$ cat src/rtl/vga_timing_pkg.sv
// -----------------------------------------------------------------------------
// vga_timing_pkg
// Shared constants and helpers for the 640x480 @ 60 Hz display timing slice.
//   - default horizontal/vertical timing (pixels / lines) and derived totals
//   - counter width and counter type used for pixel_x / pixel_y
//   - sync polarity (VGA 640x480 uses active-low syncs)
//   - small helpers: inclusive window compare and wrapping increment
// -----------------------------------------------------------------------------
package vga_timing_pkg;

   localparam int unsigned CNT_W     = 10;

   localparam int unsigned H_VISIBLE = 640;
   localparam int unsigned H_FRONT   = 16;
   localparam int unsigned H_SYNC    = 96;
   localparam int unsigned H_BACK    = 48;
   localparam int unsigned H_TOTAL   = H_VISIBLE + H_FRONT + H_SYNC + H_BACK;

   localparam int unsigned V_VISIBLE = 480;
   localparam int unsigned V_FRONT   = 10;
   localparam int unsigned V_SYNC    = 2;
   localparam int unsigned V_BACK    = 33;
   localparam int unsigned V_TOTAL   = V_VISIBLE + V_FRONT + V_SYNC + V_BACK;

   // Level driven on hsync/vsync while the pulse is active.
   localparam logic SYNC_ACTIVE = 1'b0;

   typedef logic [CNT_W-1:0] cnt_t;

   typedef struct packed {
      logic hsync;
      logic vsync;
   } sync_pair_t;

   // True when lo <= v <= hi (all operands are 10-bit counter values).
   function automatic logic in_window(input cnt_t v, input cnt_t lo, input cnt_t hi);
      return (v >= lo) && (v <= hi);
   endfunction

   // Increment a counter, returning to zero after 'last'.
   function automatic cnt_t wrap_inc(input cnt_t v, input cnt_t last);
      cnt_t r;
      if (v == last) begin
         r = {CNT_W{1'b0}};
      end else begin
         r = v + 10'd1;
      end
      return r;
   endfunction

endpackage

$ cat src/rtl/vga_timing_if.sv
// -----------------------------------------------------------------------------
// vga_timing_if
// Bundle carrying the scan position, video-enable, strobes and syncs from the
// timing generator (master) to the paint stage / connector side (slave).
//   pixel_x, pixel_y : 10-bit scan position
//   vid_on           : position lies inside the visible 640x480 area
//   pixel_tick       : one-clock strobe, counters advance at the end of it
//   frame_start      : one-clock pulse when the position first reads (0,0)
//   hsync, vsync     : active-low syncs, already delayed for paint latency
// -----------------------------------------------------------------------------
interface vga_timing_if;
   import vga_timing_pkg::*;

   cnt_t pixel_x;
   cnt_t pixel_y;
   logic vid_on;
   logic pixel_tick;
   logic frame_start;
   logic hsync;
   logic vsync;

   modport master (
      output pixel_x, pixel_y, vid_on, pixel_tick, frame_start, hsync, vsync
   );

   modport slave (
      input pixel_x, pixel_y, vid_on, pixel_tick, frame_start, hsync, vsync
   );

endinterface

$ cat src/rtl/vga_timing_sync_delay.sv
// -----------------------------------------------------------------------------
// sync_delay
// Fixed-depth shift register that re-times the sync pair so it lines up with
// the painter's registered colour. Runs on every clk (not pixel-gated).
//   clk  : system clock
//   rst  : asynchronous active-high reset, every stage loads all-ones
//   d_i  : undelayed sync bits
//   q_o  : d_i delayed by DEPTH clocks (wire pass-through when DEPTH == 0)
// -----------------------------------------------------------------------------
module sync_delay #(
   parameter int unsigned DEPTH = 1,
   parameter int unsigned WIDTH = 2
) (
   input  logic             clk,
   input  logic             rst,
   input  logic [WIDTH-1:0] d_i,
   output logic [WIDTH-1:0] q_o
);

   if (DEPTH == 0) begin : g_bypass
      // Clock and reset are not needed when there is no storage.
      logic unused_ctrl_s;
      assign unused_ctrl_s = clk ^ rst;
      assign q_o           = d_i;
   end else begin : g_shift
      logic [WIDTH-1:0] stage_q [DEPTH];

      // Shift chain; idle (deasserted) sync level is loaded on reset.
      always_ff @(posedge clk or posedge rst) begin
         if (rst) begin
            for (int i = 0; i < int'(DEPTH); i++) begin
               stage_q[i] <= {WIDTH{1'b1}};
            end
         end else begin
            stage_q[0] <= d_i;
            for (int i = 1; i < int'(DEPTH); i++) begin
               stage_q[i] <= stage_q[i-1];
            end
         end
      end

      assign q_o = stage_q[DEPTH-1];
   end

endmodule

$ cat src/rtl/vga_timing_gen.sv
// -----------------------------------------------------------------------------
// vga_timing_gen
// 640x480 @ 60 Hz scan timing from the 100 MHz system clock.
//   clk      : system clock (CLK_DIV clocks per pixel)
//   rst      : asynchronous active-high reset
//   timing_o : vga_timing_if master - pixel_x/pixel_y, vid_on, pixel_tick,
//              frame_start, hsync, vsync
// All outputs are registered. vid_on, frame_start and the undelayed syncs are
// computed from the next counter values so they switch on the same edge as
// the position. hsync/vsync then pass through SYNC_DELAY extra clocks so they
// stay aligned with the painter's registered colour.
// Reset parks the position at the last pixel of the frame so the first
// pixel_tick lands on (0,0) and raises frame_start.
// -----------------------------------------------------------------------------
module vga_timing_gen #(
   parameter int unsigned CLK_DIV    = 4,
   parameter int unsigned H_VISIBLE  = vga_timing_pkg::H_VISIBLE,
   parameter int unsigned H_FRONT    = vga_timing_pkg::H_FRONT,
   parameter int unsigned H_SYNC     = vga_timing_pkg::H_SYNC,
   parameter int unsigned H_BACK     = vga_timing_pkg::H_BACK,
   parameter int unsigned V_VISIBLE  = vga_timing_pkg::V_VISIBLE,
   parameter int unsigned V_FRONT    = vga_timing_pkg::V_FRONT,
   parameter int unsigned V_SYNC     = vga_timing_pkg::V_SYNC,
   parameter int unsigned V_BACK     = vga_timing_pkg::V_BACK,
   parameter int unsigned SYNC_DELAY = 1
) (
   input  logic          clk,
   input  logic          rst,
   vga_timing_if.master  timing_o
);
   import vga_timing_pkg::*;

   localparam int unsigned H_TOT = H_VISIBLE + H_FRONT + H_SYNC + H_BACK;
   localparam int unsigned V_TOT = V_VISIBLE + V_FRONT + V_SYNC + V_BACK;
   localparam int unsigned DIV_W = (CLK_DIV > 1) ? $clog2(CLK_DIV) : 1;

   localparam logic [DIV_W-1:0] DIV_LAST = DIV_W'(CLK_DIV - 1);

   localparam cnt_t ZERO     = 10'd0;
   localparam cnt_t H_LAST   = 10'(H_TOT - 1);
   localparam cnt_t V_LAST   = 10'(V_TOT - 1);
   localparam cnt_t H_VIS_C  = 10'(H_VISIBLE);
   localparam cnt_t V_VIS_C  = 10'(V_VISIBLE);
   localparam cnt_t HS_FIRST = 10'(H_VISIBLE + H_FRONT);
   localparam cnt_t HS_LAST  = 10'(H_VISIBLE + H_FRONT + H_SYNC - 1);
   localparam cnt_t VS_FIRST = 10'(V_VISIBLE + V_FRONT);
   localparam cnt_t VS_LAST  = 10'(V_VISIBLE + V_FRONT + V_SYNC - 1);

   logic [DIV_W-1:0] div_q,  div_d;
   cnt_t             x_q,    x_d;
   cnt_t             y_q,    y_d;
   logic             tick_q, tick_d;
   logic             vid_q,  vid_d;
   logic             fs_q,   fs_d;
   logic             hs_q,   hs_d;
   logic             vs_q,   vs_d;
   logic             advance_s;
   sync_pair_t       sync_raw_s;
   sync_pair_t       sync_dly_s;

   // Next-state: divider, scan counters and outputs derived from the new position.
   always_comb begin
      div_d     = div_q;
      x_d       = x_q;
      y_d       = y_q;
      advance_s = 1'b0;

      if (div_q == DIV_LAST) begin
         div_d     = {DIV_W{1'b0}};
         advance_s = 1'b1;
      end else begin
         div_d     = div_q + DIV_W'(1);
         advance_s = 1'b0;
      end

      if (advance_s) begin
         x_d = wrap_inc(x_q, H_LAST);
         // The line counter only moves when the pixel counter wraps.
         if (x_q == H_LAST) begin
            y_d = wrap_inc(y_q, V_LAST);
         end else begin
            y_d = y_q;
         end
      end else begin
         x_d = x_q;
         y_d = y_q;
      end

      // Registered copy of (div == last) so pixel_tick is a flop output.
      tick_d = (div_d == DIV_LAST);
      vid_d  = (x_d < H_VIS_C) && (y_d < V_VIS_C);
      hs_d   = in_window(x_d, HS_FIRST, HS_LAST) ? SYNC_ACTIVE : ~SYNC_ACTIVE;
      // vsync depends on the line only, never on the pixel column.
      vs_d   = in_window(y_d, VS_FIRST, VS_LAST) ? SYNC_ACTIVE : ~SYNC_ACTIVE;
      // Only the edge that enters (0,0) raises it, so it lasts one clock.
      fs_d   = advance_s && (x_d == ZERO) && (y_d == ZERO);
   end

   // State and output registers with asynchronous reset.
   always_ff @(posedge clk or posedge rst) begin
      if (rst) begin
         div_q  <= {DIV_W{1'b0}};
         x_q    <= H_LAST;
         y_q    <= V_LAST;
         tick_q <= 1'b0;
         vid_q  <= 1'b0;
         fs_q   <= 1'b0;
         hs_q   <= ~SYNC_ACTIVE;
         vs_q   <= ~SYNC_ACTIVE;
      end else begin
         div_q  <= div_d;
         x_q    <= x_d;
         y_q    <= y_d;
         tick_q <= tick_d;
         vid_q  <= vid_d;
         fs_q   <= fs_d;
         hs_q   <= hs_d;
         vs_q   <= vs_d;
      end
   end

   assign sync_raw_s.hsync = hs_q;
   assign sync_raw_s.vsync = vs_q;

   sync_delay #(
      .DEPTH (SYNC_DELAY),
      .WIDTH (2)
   ) u_sync_delay (
      .clk (clk),
      .rst (rst),
      .d_i (sync_raw_s),
      .q_o (sync_dly_s)
   );

   assign timing_o.pixel_x     = x_q;
   assign timing_o.pixel_y     = y_q;
   assign timing_o.vid_on      = vid_q;
   assign timing_o.pixel_tick  = tick_q;
   assign timing_o.frame_start = fs_q;
   assign timing_o.hsync       = sync_dly_s.hsync;
   assign timing_o.vsync       = sync_dly_s.vsync;

endmodule

$ cat src/flat_wrapper.sv
// flat-port wrapper written by rule: the top's interface ports become plain ports
module vga_timing_gen_flat import vga_timing_pkg::*;
#(
   parameter int unsigned CLK_DIV    = 4,
   parameter int unsigned H_VISIBLE  = vga_timing_pkg::H_VISIBLE,
   parameter int unsigned H_FRONT    = vga_timing_pkg::H_FRONT,
   parameter int unsigned H_SYNC     = vga_timing_pkg::H_SYNC,
   parameter int unsigned H_BACK     = vga_timing_pkg::H_BACK,
   parameter int unsigned V_VISIBLE  = vga_timing_pkg::V_VISIBLE,
   parameter int unsigned V_FRONT    = vga_timing_pkg::V_FRONT,
   parameter int unsigned V_SYNC     = vga_timing_pkg::V_SYNC,
   parameter int unsigned V_BACK     = vga_timing_pkg::V_BACK,
   parameter int unsigned SYNC_DELAY = 1
)
  (clk, rst, timing_o_pixel_x, timing_o_pixel_y, timing_o_vid_on, timing_o_pixel_tick, timing_o_frame_start, timing_o_hsync, timing_o_vsync);
  vga_timing_if timing_o_i ();
  input  logic clk;
  input  logic rst;
  output wire logic [$bits(timing_o_i.pixel_x)-1:0] timing_o_pixel_x;
  output wire logic [$bits(timing_o_i.pixel_y)-1:0] timing_o_pixel_y;
  output wire logic [$bits(timing_o_i.vid_on)-1:0] timing_o_vid_on;
  output wire logic [$bits(timing_o_i.pixel_tick)-1:0] timing_o_pixel_tick;
  output wire logic [$bits(timing_o_i.frame_start)-1:0] timing_o_frame_start;
  output wire logic [$bits(timing_o_i.hsync)-1:0] timing_o_hsync;
  output wire logic [$bits(timing_o_i.vsync)-1:0] timing_o_vsync;
  assign timing_o_pixel_x = timing_o_i.pixel_x;
  assign timing_o_pixel_y = timing_o_i.pixel_y;
  assign timing_o_vid_on = timing_o_i.vid_on;
  assign timing_o_pixel_tick = timing_o_i.pixel_tick;
  assign timing_o_frame_start = timing_o_i.frame_start;
  assign timing_o_hsync = timing_o_i.hsync;
  assign timing_o_vsync = timing_o_i.vsync;
  vga_timing_gen #(.CLK_DIV(CLK_DIV), .H_VISIBLE(H_VISIBLE), .H_FRONT(H_FRONT), .H_SYNC(H_SYNC), .H_BACK(H_BACK), .V_VISIBLE(V_VISIBLE), .V_FRONT(V_FRONT), .V_SYNC(V_SYNC), .V_BACK(V_BACK), .SYNC_DELAY(SYNC_DELAY)) u_core (.clk(clk), .rst(rst), .timing_o(timing_o_i));
endmodule
$ cat config.mk
export PLATFORM = sky130hd
export DESIGN_NAME = vga_timing_gen_flat
export DESIGN_NICKNAME = d
export VERILOG_FILES = /design/src/rtl/vga_timing_pkg.sv /design/src/rtl/vga_timing_if.sv /design/src/rtl/vga_timing_sync_delay.sv /design/src/rtl/vga_timing_gen.sv /design/src/flat_wrapper.sv
export SDC_FILE = /design/constraint.sdc
export NUM_CORES = 1
export LEC_CHECK = 0
export CAP_MARGIN = 40
export CORE_AREA = 2 2 80 82
export DETAILED_ROUTE_END_ITERATION = 16
export DIE_AREA = 0 0 82 84
export PLACE_DENSITY_LB_ADDON = 0.25
export SYNTH_ARGS = -nofsm -noshare
export SYNTH_HDL_FRONTEND = slang
export SYNTH_SLANG_ARGS = --single-unit
$ cat constraint.sdc
create_clock -name clk -period 3.1 [get_ports clk]
set_clock_uncertainty 0.05 [all_clocks]
set_input_delay 0.465 -clock clk [delete_from_list [all_inputs] [get_ports clk]]
set_output_delay 0.465 -clock clk [all_outputs]
set_load 0.03 [all_outputs]
======== After elaboration in Yosys (flattened, before gate mapping) ========
Cells that the tools add are included.
operators by class
  equality and inequality tests ........... 4
  mux-type cells .......................... 9
  add/subtract/negate cells ............... 3
  reduce and logical (&&, ||, !) cells .... 7
  magnitude comparators ................... 6
operator list
  cell                                                          number
  2-to-1 mux 10 bit                                             5
  adder 10 x 1 -> 10 bit (second input constant)                2
  == test 10 bit (second input constant)                        2
  zero test 10 bit                                              2
  >= comparator 10 bit (second input constant)                  1
  >= comparator 10 x 9 -> 1 bit (second input constant)         1
  <= comparator 10 bit (second input constant)                  1
  <= comparator 10 x 9 -> 1 bit (second input constant)         1
  less-than comparator 10 bit (second input constant)           1
  less-than comparator 10 x 9 -> 1 bit (second input constant)  1
  logical AND 1 bit                                             5
  == test 2 bit (second input constant)                         2
  2-to-1 mux 1 bit                                              3
  adder 2 x 1 -> 2 bit (second input constant)                  1
  2-to-1 mux 2 bit                                              1
word-level totals
  output and inout bits ................... 25
  register bits after elaboration ......... 29
  input bits .............................. 2

======== Depth between registers and ports, before layout ========
  depth after elaboration ................. 7
  mapped depth ............................ 8
  depth with buffers taken out ............ 8

======== Modules after synthesis ========
Synthesis repeated with hierarchy kept, for this count alone.
second synthesis, totals
  cells, all modules ...................... 174
  area, all modules ....................... 1672.9 um^2
modules (own cells, without submodules)
  module          times used  cells each  sequential area each (um^2)  area each (um^2)
  vga_timing_gen  1           171         690.7                        1616.6
  sync_delay      1           3           52.6                         56.3

======== Least setup slack after synthesis ========
No wires, ideal clock.
  path kind ............................... register to register
  start point ............................. register u_core.x_q[0] (netlist: u_core.timing_o.pixel_x[0])
  end point ............................... register u_core.fs_q (netlist: u_core.timing_o.frame_start)
  path buffers ............................ 0
  clock period less this slack ............ 2631 ps
  data arrival time ....................... 2486 ps
  setup slack ............................. 469 ps
  cell stages (with the launch flop) ...... 8
  library setup time ...................... 96 ps
  cells stage by stage .................... dfstp_2 -> ha_1 -> nand2_2 -> nor4_4 -> nor2_1 -> mux2_4 -> or4_4 -> nor4_2
on the way
  word-level cells in the longest chain between the ends .. 6
  elaborated cells on any way between the ends .. 10
  those cells by class .................... add/sub (1); eq/ne (1); mux (4); reduce/logical (4)
ends and longest elaborated chain
  element                                                          line                                        RTL
  start: declaration                                               vga_timing_gen.sv:50                        cnt_t x_q, x_d;
  start signal: assignment                                         vga_timing_gen.sv:103                       x_q <= H_LAST;
  start signal: assignment                                         vga_timing_gen.sv:112                       x_q <= x_d;
  adder 10 x 1 -> 10 bit / == test 10 bit (equally long branches)  vga_timing_pkg.sv:46, vga_timing_pkg.sv:43
  2-to-1 mux 10 bit *                                              vga_timing_pkg.sv:43                        if (v == last) begin
  2-to-1 mux 10 bit *                                              vga_timing_gen.sv:76                        if (advance_s) begin
  net u_core.x_d[9]                                                vga_timing_gen.sv:50
  zero test 10 bit *                                               vga_timing_gen.sv:96                        fs_d = advance_s && (x_d == ZERO) && (y_d == ZERO);
  logical AND 1 bit * (2 in a row)                                 vga_timing_gen.sv:96
  net u_core.fs_d                                                  vga_timing_gen.sv:54                        logic fs_q, fs_d;
  end signal: assignment                                           vga_timing_gen.sv:116                       fs_q <= fs_d;
  end: declaration                                                 vga_timing_gen.sv:54
The timed path passes the listed nets; every way through them passes the cells marked *.

======== Final worst setup path ========
  start point ............................. register u_core.x_q[0] (netlist: u_core.timing_o.pixel_x[0])
  end point ............................... register u_core.vs_q
on the way
  word-level cells in the longest chain between the ends .. 6
  elaborated cells on any way between the ends .. 7
  those cells by class .................... order compare (2); eq/ne (1); mux (3); reduce/logical (1)
ends and longest elaborated chain
  element                                                                                line                   RTL
  == test 10 bit *                                                                       vga_timing_gen.sv:79   if (x_q == H_LAST) begin
  2-to-1 mux 10 bit *                                                                    vga_timing_gen.sv:79
  2-to-1 mux 10 bit *                                                                    vga_timing_gen.sv:76
  >= comparator 10 x 9 -> 1 bit / <= comparator 10 x 9 -> 1 bit (equally long branches)  vga_timing_pkg.sv:37   return (v >= lo) && (v <= hi);
  logical AND 1 bit *                                                                    vga_timing_pkg.sv:37
  2-to-1 mux 1 bit *                                                                     vga_timing_gen.sv:94   vs_d = in_window(y_d, VS_FIRST, VS_LAST) ? SYNC_ACTIVE : ~SYNC_ACTIVE;
  net u_core.vs_d                                                                        vga_timing_gen.sv:56   logic vs_q, vs_d;
  end signal: assignment                                                                 vga_timing_gen.sv:109  vs_q <= ~SYNC_ACTIVE;
  end signal: assignment                                                                 vga_timing_gen.sv:118  vs_q <= vs_d;
  end: declaration                                                                       vga_timing_gen.sv:56
Marked as above.

==> flow_summary.json <==
{
  "hold_viol": 0,
  "synthTopCellsByArea": "dfrtp_1 24%, dfstp_2 23%, ha_1 4.0%",
  "grt-busiest-layer": "met1",
  "rr_startpoint": "u_core.timing_o.pixel_x[0]",
  "critical-path-slowest-cell": "dfstp_2",
  "max_stage_delay_ns": 0.59,
  "start_util_pct": 25.7,
  "yosys.area.top_type": "dfrtp_1",
  "synth_area_mm2": 0.00157,
  "die_w_um": 82,
  "fin_crit_sh_pct": 87.6,
  "status": "finished, final reports clean",
  "clk_latency_ns": 0.28,
  "hold_start": "u_core.hs_q",
  "ys_ff_latch": 29,
  "die_area_mm2": 0.00689,
  "fin_setup_tns_ns": 0,
  "cts_root_buf": "clkbuf_8",
  "dp_hpwl_um": 2570,
  "finalSetupViolCount": 0,
  "grt_max_degree": 30,
  "syn-num-nets": 160,
  "htree_levels": 2,
  "crit_chain": "ha_1 > nand2_2 > nor4_4 > buf_4 > nand3_1 > xor2_1 > nor4_1 > nand4bb_1",
  "cts_buffers": 5,
  "tritoncts": "done",
  "synth-edff-count": 0,
  "grt.total_usage_pct": 11.2,
  "critPathBufInv": 1,
  "clock_sinks": 29,
  "met3_usage_pct": 3.14,
  "crit_required_ns": 3.24,
  "grt_pass1_wl_um": 5830,
  "ys_types": 43,
  "cap_violations": 0,
  "antenna_found_initial": 0,
  "dr.first_iter.drc_count": 74,
  "min_path_type": "flip-flop to flip-flop",
  "finalCriticalPeriod_ns": 2.72,
  "place.port_buffers": 26,
  "die_h_um": 84,
  "final-max-slew-violation-count": 0,
  "cts.clk_slew.worst_paths_ns": 0.06,
  "vias": 1221,
  "yosysSeqAreaShare_pct": 47.4,
  "relSlewSlack_pct": 65.5,
  "wirelength_um": 3500,
  "cts_setup_buffers": 0,
  "p_leak_nw": 0.791,
  "holdPathEnd": "u_core.u_sync_delay.q_o[1]",
  "cts_resized": 0,
  "synth_most_common_cell": "dfrtp_1",
  "rsz0062_at_grt": "false",
  "reg2regPathDepth": 8,
  "critPathKind": "flip-flop to flip-flop",
  "powerDensity_mw_per_mm2": 366,
  "endpoint_kind": "flip-flop",
  "n_antenna_cell": 0,
  "avgSynthCellArea_um2": 10.2,
  "final_cell_area_mm2": 0.00201,
  "async_flop_share_pct": 100,
  "tightest_slew_ns": 0.513,
  "via_per_inst": 4.70,
  "hold_depth": 0,
  "r2r-end": "u_core.vs_q",
  "area_growth_pct": 28.3,
  "firstDrtPassIters": 4,
  "drive_gt1_share_pct": 20.8,
  "io_pins": 27,
  "clk_path_buf_depth": 2,
  "drc": 0,
  "cp-start-kind": "flip-flop",
  "ir_worst_vdd_v": 0.000144,
  "yosysWarnings": 0,
  "gp_congestion": 0.789,
  "yosysTopAreaCellShare_pct": 23.9,
  "crit_family": "simple AND/OR/NAND/NOR gates",
  "path_max_fanout": 13,
  "rows": 29,
  "grt_use_met1_pct": 15.8,
  "cts_hold_buf": 0,
  "overflow": 0,
  "place_area_mm2": 0.00191,
  "nets": 189,
  "grt_pass1_vias": 1187,
  "ant_nets": 0,
  "grtUsageMet2_pct": 15.7,
  "core_mm2": 0.00610,
  "wire_per_inst_um": 13.5,
  "max_freq_mhz": 368,
  "r2r_slack_ns": 0.38,
  "synthCells": 153,
  "arrival_ns": 2.85,
  "synth_flop_cell": "dfrtp_1",
  "synth_common_cells": "15 x dfrtp_1, 14 x dfstp_2, 12 x inv_1, 11 x nand2_1, 10 x nor2_1"
}
==> per-layer routing <==
layer / vias up / part of all wire, %
met5: - / 0
met4: 0 / 2.5
met3: 7 / 4.9
met2: 38 / 44
met1: 577 / 48
li1: 599 / -
==> worst max path at each step <==
stage / cells after the start / from / slack, ns / endpoint
2_1_floorplan: 7 / u_core.timing_o.pixel_x[0] / 0.47 / u_core.timing_o.frame_start
3_5_place_dp: 8 / u_core.timing_o.pixel_x[0] / 0.40 / u_core.timing_o.frame_start
3_3_place_gp: 7 / u_core.div_q[0] / 0.40 / u_core.timing_o.frame_start
5_1_grt: 8 / u_core.timing_o.pixel_x[0] / 0.15 / u_core.vs_q
4_1_cts: 8 / u_core.timing_o.pixel_x[0] / 0.38 / u_core.timing_o.frame_start
6_report: 8 / u_core.timing_o.pixel_x[0] / 0.38 / u_core.vs_q
==> cell type report <==
type                    instances  area [µm²]
clock buffers                   7        96.3
clock inverters                 1        5.00
fillers                       628        4090
inverters                      12        45.0
multi-input cells             106         749
flip-flops and latches         29         743
well taps                      77        96.3
repair buffers                 28         275
==> per-stage QoR <==
step                      hold slack, ns  instances  worst slack, ns  power, mW  utilization [%]
after global placement             0.296        252            0.404      0.396             31.3
after detailed placement           0.298        252            0.396      0.396             31.3
after floorplan                    0.295        153            0.469      0.391                -
after global routing               0.315        260            0.146      0.767             33.0
after CTS                          0.308        260            0.376      0.751             33.0
final                              0.306        260            0.384      0.735             33.0
==> worst register-to-register path: cells and delay by family (launching register included) <==
kind,cells,cell delay [ns]
adder cells (fa/ha/maj),1,0.29
flip-flops,1,0.59
buffers and inverters,1,0.24
AND/OR/NAND/NOR,5,1.27
XOR/XNOR,1,0.19
==> flip-flops by register name, indices dropped and copies added (netlist names) <==
signal	cells
u_core.timing_o.vid_on	1
u_core.hs_q	1
u_core.timing_o.pixel_tick	1
u_core.vs_q	1
u_core.timing_o.pixel_x	10
u_core.u_sync_delay.q_o	2
u_core.timing_o.frame_start	1
u_core.div_q	2
u_core.timing_o.pixel_y	10
==> report_power, final <==
part / leakage (nW) / internal (mW) / total (mW) / switching (mW)
clock: 0.0542 / 0.200 / 0.347 / 0.146
combinational: 0.391 / 0.00202 / 0.00942 / 0.00740
sequential: 0.346 / 0.379 / 0.379 / 0
total: 0.791 / 0.582 / 0.735 / 0.154
==> cell usage in the layout, fill, tap and decap left out, types with 6 or more instances in the layout <==
cell and count:
clkdlybuf4s50_1 26, dfrtp_1 15, dfstp_2 14, inv_1 12, nand2_1 11, nor2_1 10, o21ai_0 9, nand4_1 8
xnor2_1 7, clkbuf_8 7, xor2_1 6, nor3_1 6
==> logic make-up after synthesis <==
logic type / synth area share, %
xor+xnor: 7.26
compound gates: 7.18
flops: 47.4
buf+inv: 4.79
fa+ha+maj: 3.99
simple gates: 27.7
mux: 1.68
Power figures use the tool's default switching activity.
==> RTL edit 1, RTL diff (config.mk and constraints unchanged) <==
The package constant `SYNC_ACTIVE` goes from 1'b0 to 1'b1.
--- a/src/rtl/vga_timing_pkg.sv
+++ b/src/rtl/vga_timing_pkg.sv
@@ -25,3 +25,3 @@
    // Level driven on hsync/vsync while the pulse is active.
-   localparam logic SYNC_ACTIVE = 1'b0;
+   localparam logic SYNC_ACTIVE = 1'b1;
 
Function: changed (a bounded check fails within 4 cycles, from zero or initial values and one cycle with rst high).
==> RTL edit 1 against the original RTL <==
Sequential power hardly changed. Routed wire length shrank 3.8%. Area after synthesis shrank 0.16%. Total power is 0.42% lower. Combinational power is 0.8% higher. Critical path type unchanged. First-iteration DRC count down 50%. Sequential cell count did not move. Setup slack improved by 0.24 ns. Final area decreased by 0.31%.
==> RTL edit 1: results (changes against the original RTL) <==
Parameter                              Value

Layout
  Non-clk invs    13 (was 12)
  Portion of the layout cell area used by non-clock buffers    0.137 (about the same)
  Multi-input gate count    103 (was 106)
  Fraction of area in multi-input gates    0.370 (was 0.373)
  Final layout net count    187 (was 189)
  Clock network area share    0.0506 (was 0.0504)
  Share of layout cells above drive strength 1    0.210 (was 0.208)
  Final Instance Area    2000 um^2 (was 2010 um^2)

Detailed routing
  Mean number of vias per cell    4.62 (was 4.70)
  Count of vias placed by the detailed router    1191 (was 1221)
  Met3 wirelength from detailed routing    195 um (was 172 um)
  Total routed wire length on the met1 layer    1.59 mm (was 1.69 mm)
  Routed length on met2    1.53 mm (was 1.55 mm)
  Violation count after the first detailed-route iteration    37 (was 74)
  Post-detailed-routing wire length    3.37 mm (was 3.50 mm)

Power and ir drop
  PnR Total Power    0.732 mW (was 0.735 mW)
  Leak pwr    0.855 nW (was 0.791 nW)

Yosys
  Post-Synthesis Net Count    156 (was 160)
  Area fraction in compound gates after synthesis    0.0735 (was 0.0718)
  Portion of the post-synthesis area used by sequential elements    0.473 (was 0.474)
  Instance count of the mapped netlist    149 (was 153)
  Dominant cells by area after synthesis    dfrtp_1 27%, dfstp_2 20%, xor2_1 5.6%, ha_1 4.0%, nand4_1 3.2% (was dfrtp_1 24%, dfstp_2 23%, ha_1 4.0%, xnor2_1 3.9%, xor2_1 3.4%)
  Top cell types by occurrence after synthesis    17 x dfrtp_1, 12 x dfstp_2, 12 x inv_1 (was 15 x dfrtp_1, 14 x dfstp_2, 12 x inv_1, 11 x nand2_1, 10 x nor2_1)

Timing
  Slew @ Worst Pin    0.483 ns (was 0.513 ns)

Critical path
  Arrival time of the worst setup path    2.62 ns (was 2.85 ns)
  CP Max Fanout    6 (was 13)
  CP max stage cell    or4_4 (was dfstp_2)

Placement
  Worst setup slack before clock tree synthesis    0.614 ns (was 0.396 ns)
  Post-detail-place hpwl    2.47 mm (was 2.57 mm)

Global route
  GR Util met2    0.160 (was 0.157)
  GR met1 Demand/Resource    0.154 (was 0.158)
  Global-route wire length before repair    5.90 mm (was 5.83 mm)
  Via count of the first global-routing pass    1207 (was 1187)

Run status
  Outcome    finished clean (unchanged)
RTL edit 1: cell count changes in the layout (fill, tap and decap cells not counted), moves of 3 or more:
cell	delta
o21ai_0	-7
or4_1	-4
xor2_1	+4
xnor2_1	-3
RTL edit 1: final timing paths:
kind	start	endpoint	slack [ns]	depth (start not counted)
setup / recovery	u_core.timing_o.pixel_x[1]$_DFF_PP1_	u_core.timing_o.frame_start$_DFF_PP0_	0.62	6
hold / removal	u_core.hs_q$_DFF_PP0_	u_core.u_sync_delay.q_o[1]$_DFF_PP1_	0.30	0
setup reg to reg	u_core.timing_o.pixel_x[1]$_DFF_PP1_	u_core.timing_o.frame_start$_DFF_PP0_	0.62	6
hold reg to reg	u_core.hs_q$_DFF_PP0_	u_core.u_sync_delay.q_o[1]$_DFF_PP1_	0.30	0
max in group asynchronous	rst	u_core.timing_o.pixel_x[4]$_DFF_PP1_	2.18	3
min in group asynchronous	rst	u_core.timing_o.pixel_y[1]$_DFF_PP0_	0.51	3
==> RTL edit 2, RTL diff (same flow settings) <==
Without the edit above. Make the reset (`rst`) synchronous in 2 clocked blocks. Comments in the files are not updated.
--- a/src/rtl/vga_timing_sync_delay.sv
+++ b/src/rtl/vga_timing_sync_delay.sv
@@ -28,3 +28,3 @@
       // Shift chain; idle (deasserted) sync level is loaded on reset.
-      always_ff @(posedge clk or posedge rst) begin
+      always_ff @(posedge clk) begin
          if (rst) begin
--- a/src/rtl/vga_timing_gen.sv
+++ b/src/rtl/vga_timing_gen.sv
@@ -99,3 +99,3 @@
    // State and output registers with asynchronous reset.
-   always_ff @(posedge clk or posedge rst) begin
+   always_ff @(posedge clk) begin
       if (rst) begin
Behaviour: differs if rst is asserted again (counterexample within 4 cycles, from zero or initial values and one cycle with rst high); with rst held inactive, the same outputs for 10 cycles.
==> RTL edit 2 against the original RTL <==
Final area shrank 3.2%. Sequential share of layout area shrank 7.1 points. Area after synthesis is 2.7% lower. Routed wire length rose by 11%. Sequential cell count did not move. Non-clock buffer count is 2 higher. Via count is 11% higher. Setup slack got worse by 0.026 ns. Critical endpoint is now u_core.vs_q$_SDFF_PP1_. Highest routed layer unchanged.
Power is not compared: it rests on default switching activity, and its combinational part moved more than twofold at a synthesized area within 25%.
==> RTL edit 2: results (changes against the original RTL) <==
Parameter                              Value

Global route
  Via count of the first global-routing pass    1328 (was 1187)
  Global-route wire length before repair    6.56 mm (was 5.83 mm)
  Total GRT Usage    0.125 (was 0.112)
  Maximum number of pins on one net before global-route repair    25 (was 30)

Yosys
  Post-Synthesis Net Count    179 (was 160)
  Xor and xnor area share after synthesis    0.0689 (was 0.0726)
  Top cell types by occurrence after synthesis    29 x dfxtp_1, 19 x nor2_1, 9 x xor2_1, 8 x inv_1, 8 x nand4_1 (was 15 x dfrtp_1, 14 x dfstp_2, 12 x inv_1, 11 x nand2_1, 10 x nor2_1)
  Dominant synthesized flop cell    dfxtp_1 (was dfrtp_1)

Detailed routing
  Violation count after the first detailed-route iteration    81 (was 74)
  Total routed wire length on the met1 layer    1.90 mm (was 1.69 mm)
  Met3 wirelength from detailed routing    175 um (was 172 um)
  DR WL/cell    14.1 um (was 13.5 um)
  Mean number of vias per cell    4.89 (was 4.70)
  Routed length on met2    1.71 mm (was 1.55 mm)

Timing
  Slew @ Worst Pin    0.429 ns (was 0.513 ns)
  Max Freq    365 MHz (was 368 MHz)
  Min Hold Slack    0.356 ns (was 0.306 ns)

Layout
  Area of combinational cells with multiple inputs    863 um^2 (was 749 um^2)
  Number of inserted filler cells in the final layout    641 (was 628)
  Portion of the layout cell area used by non-clock buffers    0.149 (was 0.137)
  Count of placed standard cells in the final layout, fillers left out    277 (was 260)
  Non-clock buffer total of the final layout    30 (was 28)
  Clock network area share    0.0443 (was 0.0504)
  Multi-input gate count    126 (was 106)

Placement
  Placed Cells incl. Taps    270 (was 252)
  DP Area    1860 um^2 (was 1910 um^2)
  Worst setup slack before clock tree synthesis    0.370 ns (was 0.396 ns)

Min path
  Endpoint of the worst hold path    u_core.u_sync_delay.g_shift.stage_q[0][0]$_SDFF_PP1_ (was u_core.u_sync_delay.q_o[1]$_DFF_PP1_)
  Worst Hold Launch    u_core.vs_q$_SDFF_PP1_ (was u_core.hs_q$_DFF_PP1_)
  Hold path depth    1 (was 0)

Critical path
  Startpoint of the most critical register-to-register path    u_core.timing_o.pixel_x[0]$_SDFF_PP1_ (was u_core.timing_o.pixel_x[0]$_DFF_PP1_)
  Endpoint of the worst-slack reg-to-reg timing path    u_core.vs_q$_SDFF_PP1_ (was u_core.vs_q$_DFF_PP1_)

Run status
  Outcome    finished clean (unchanged)
-- RTL edit 2: cell types whose count changed after synthesis, moves of 4 or more --
cell / unedited run / this run
dfxtp_1: 0 / 29
dfrtp_1: 15 / 0
dfstp_2: 14 / 0
nor2_1: 10 / 19
nand2_1: 11 / 6
o21ai_0: 9 / 4
or2_2: 0 / 5
inv_1: 12 / 8
xnor2_1: 7 / 3
-- RTL edit 2: layer usage --
layer | track usage | vias to the layer above
met3 | 0.0357 | 7
met2 | 0.182 | 39
met5 | 0 | -
li1 | - | 681
met4 | 0.0682 | 0
met1 | 0.165 | 628
-- RTL edit 2: power breakdown --
group          internal (mW)  leakage, nW  total (mW)  switching, mW
Sequential             0.390        0.235       0.415         0.0250
Clock                  0.176       0.0443       0.316          0.141
Combinational         0.0784        0.448       0.198          0.119
Total                  0.644        0.728       0.929          0.285
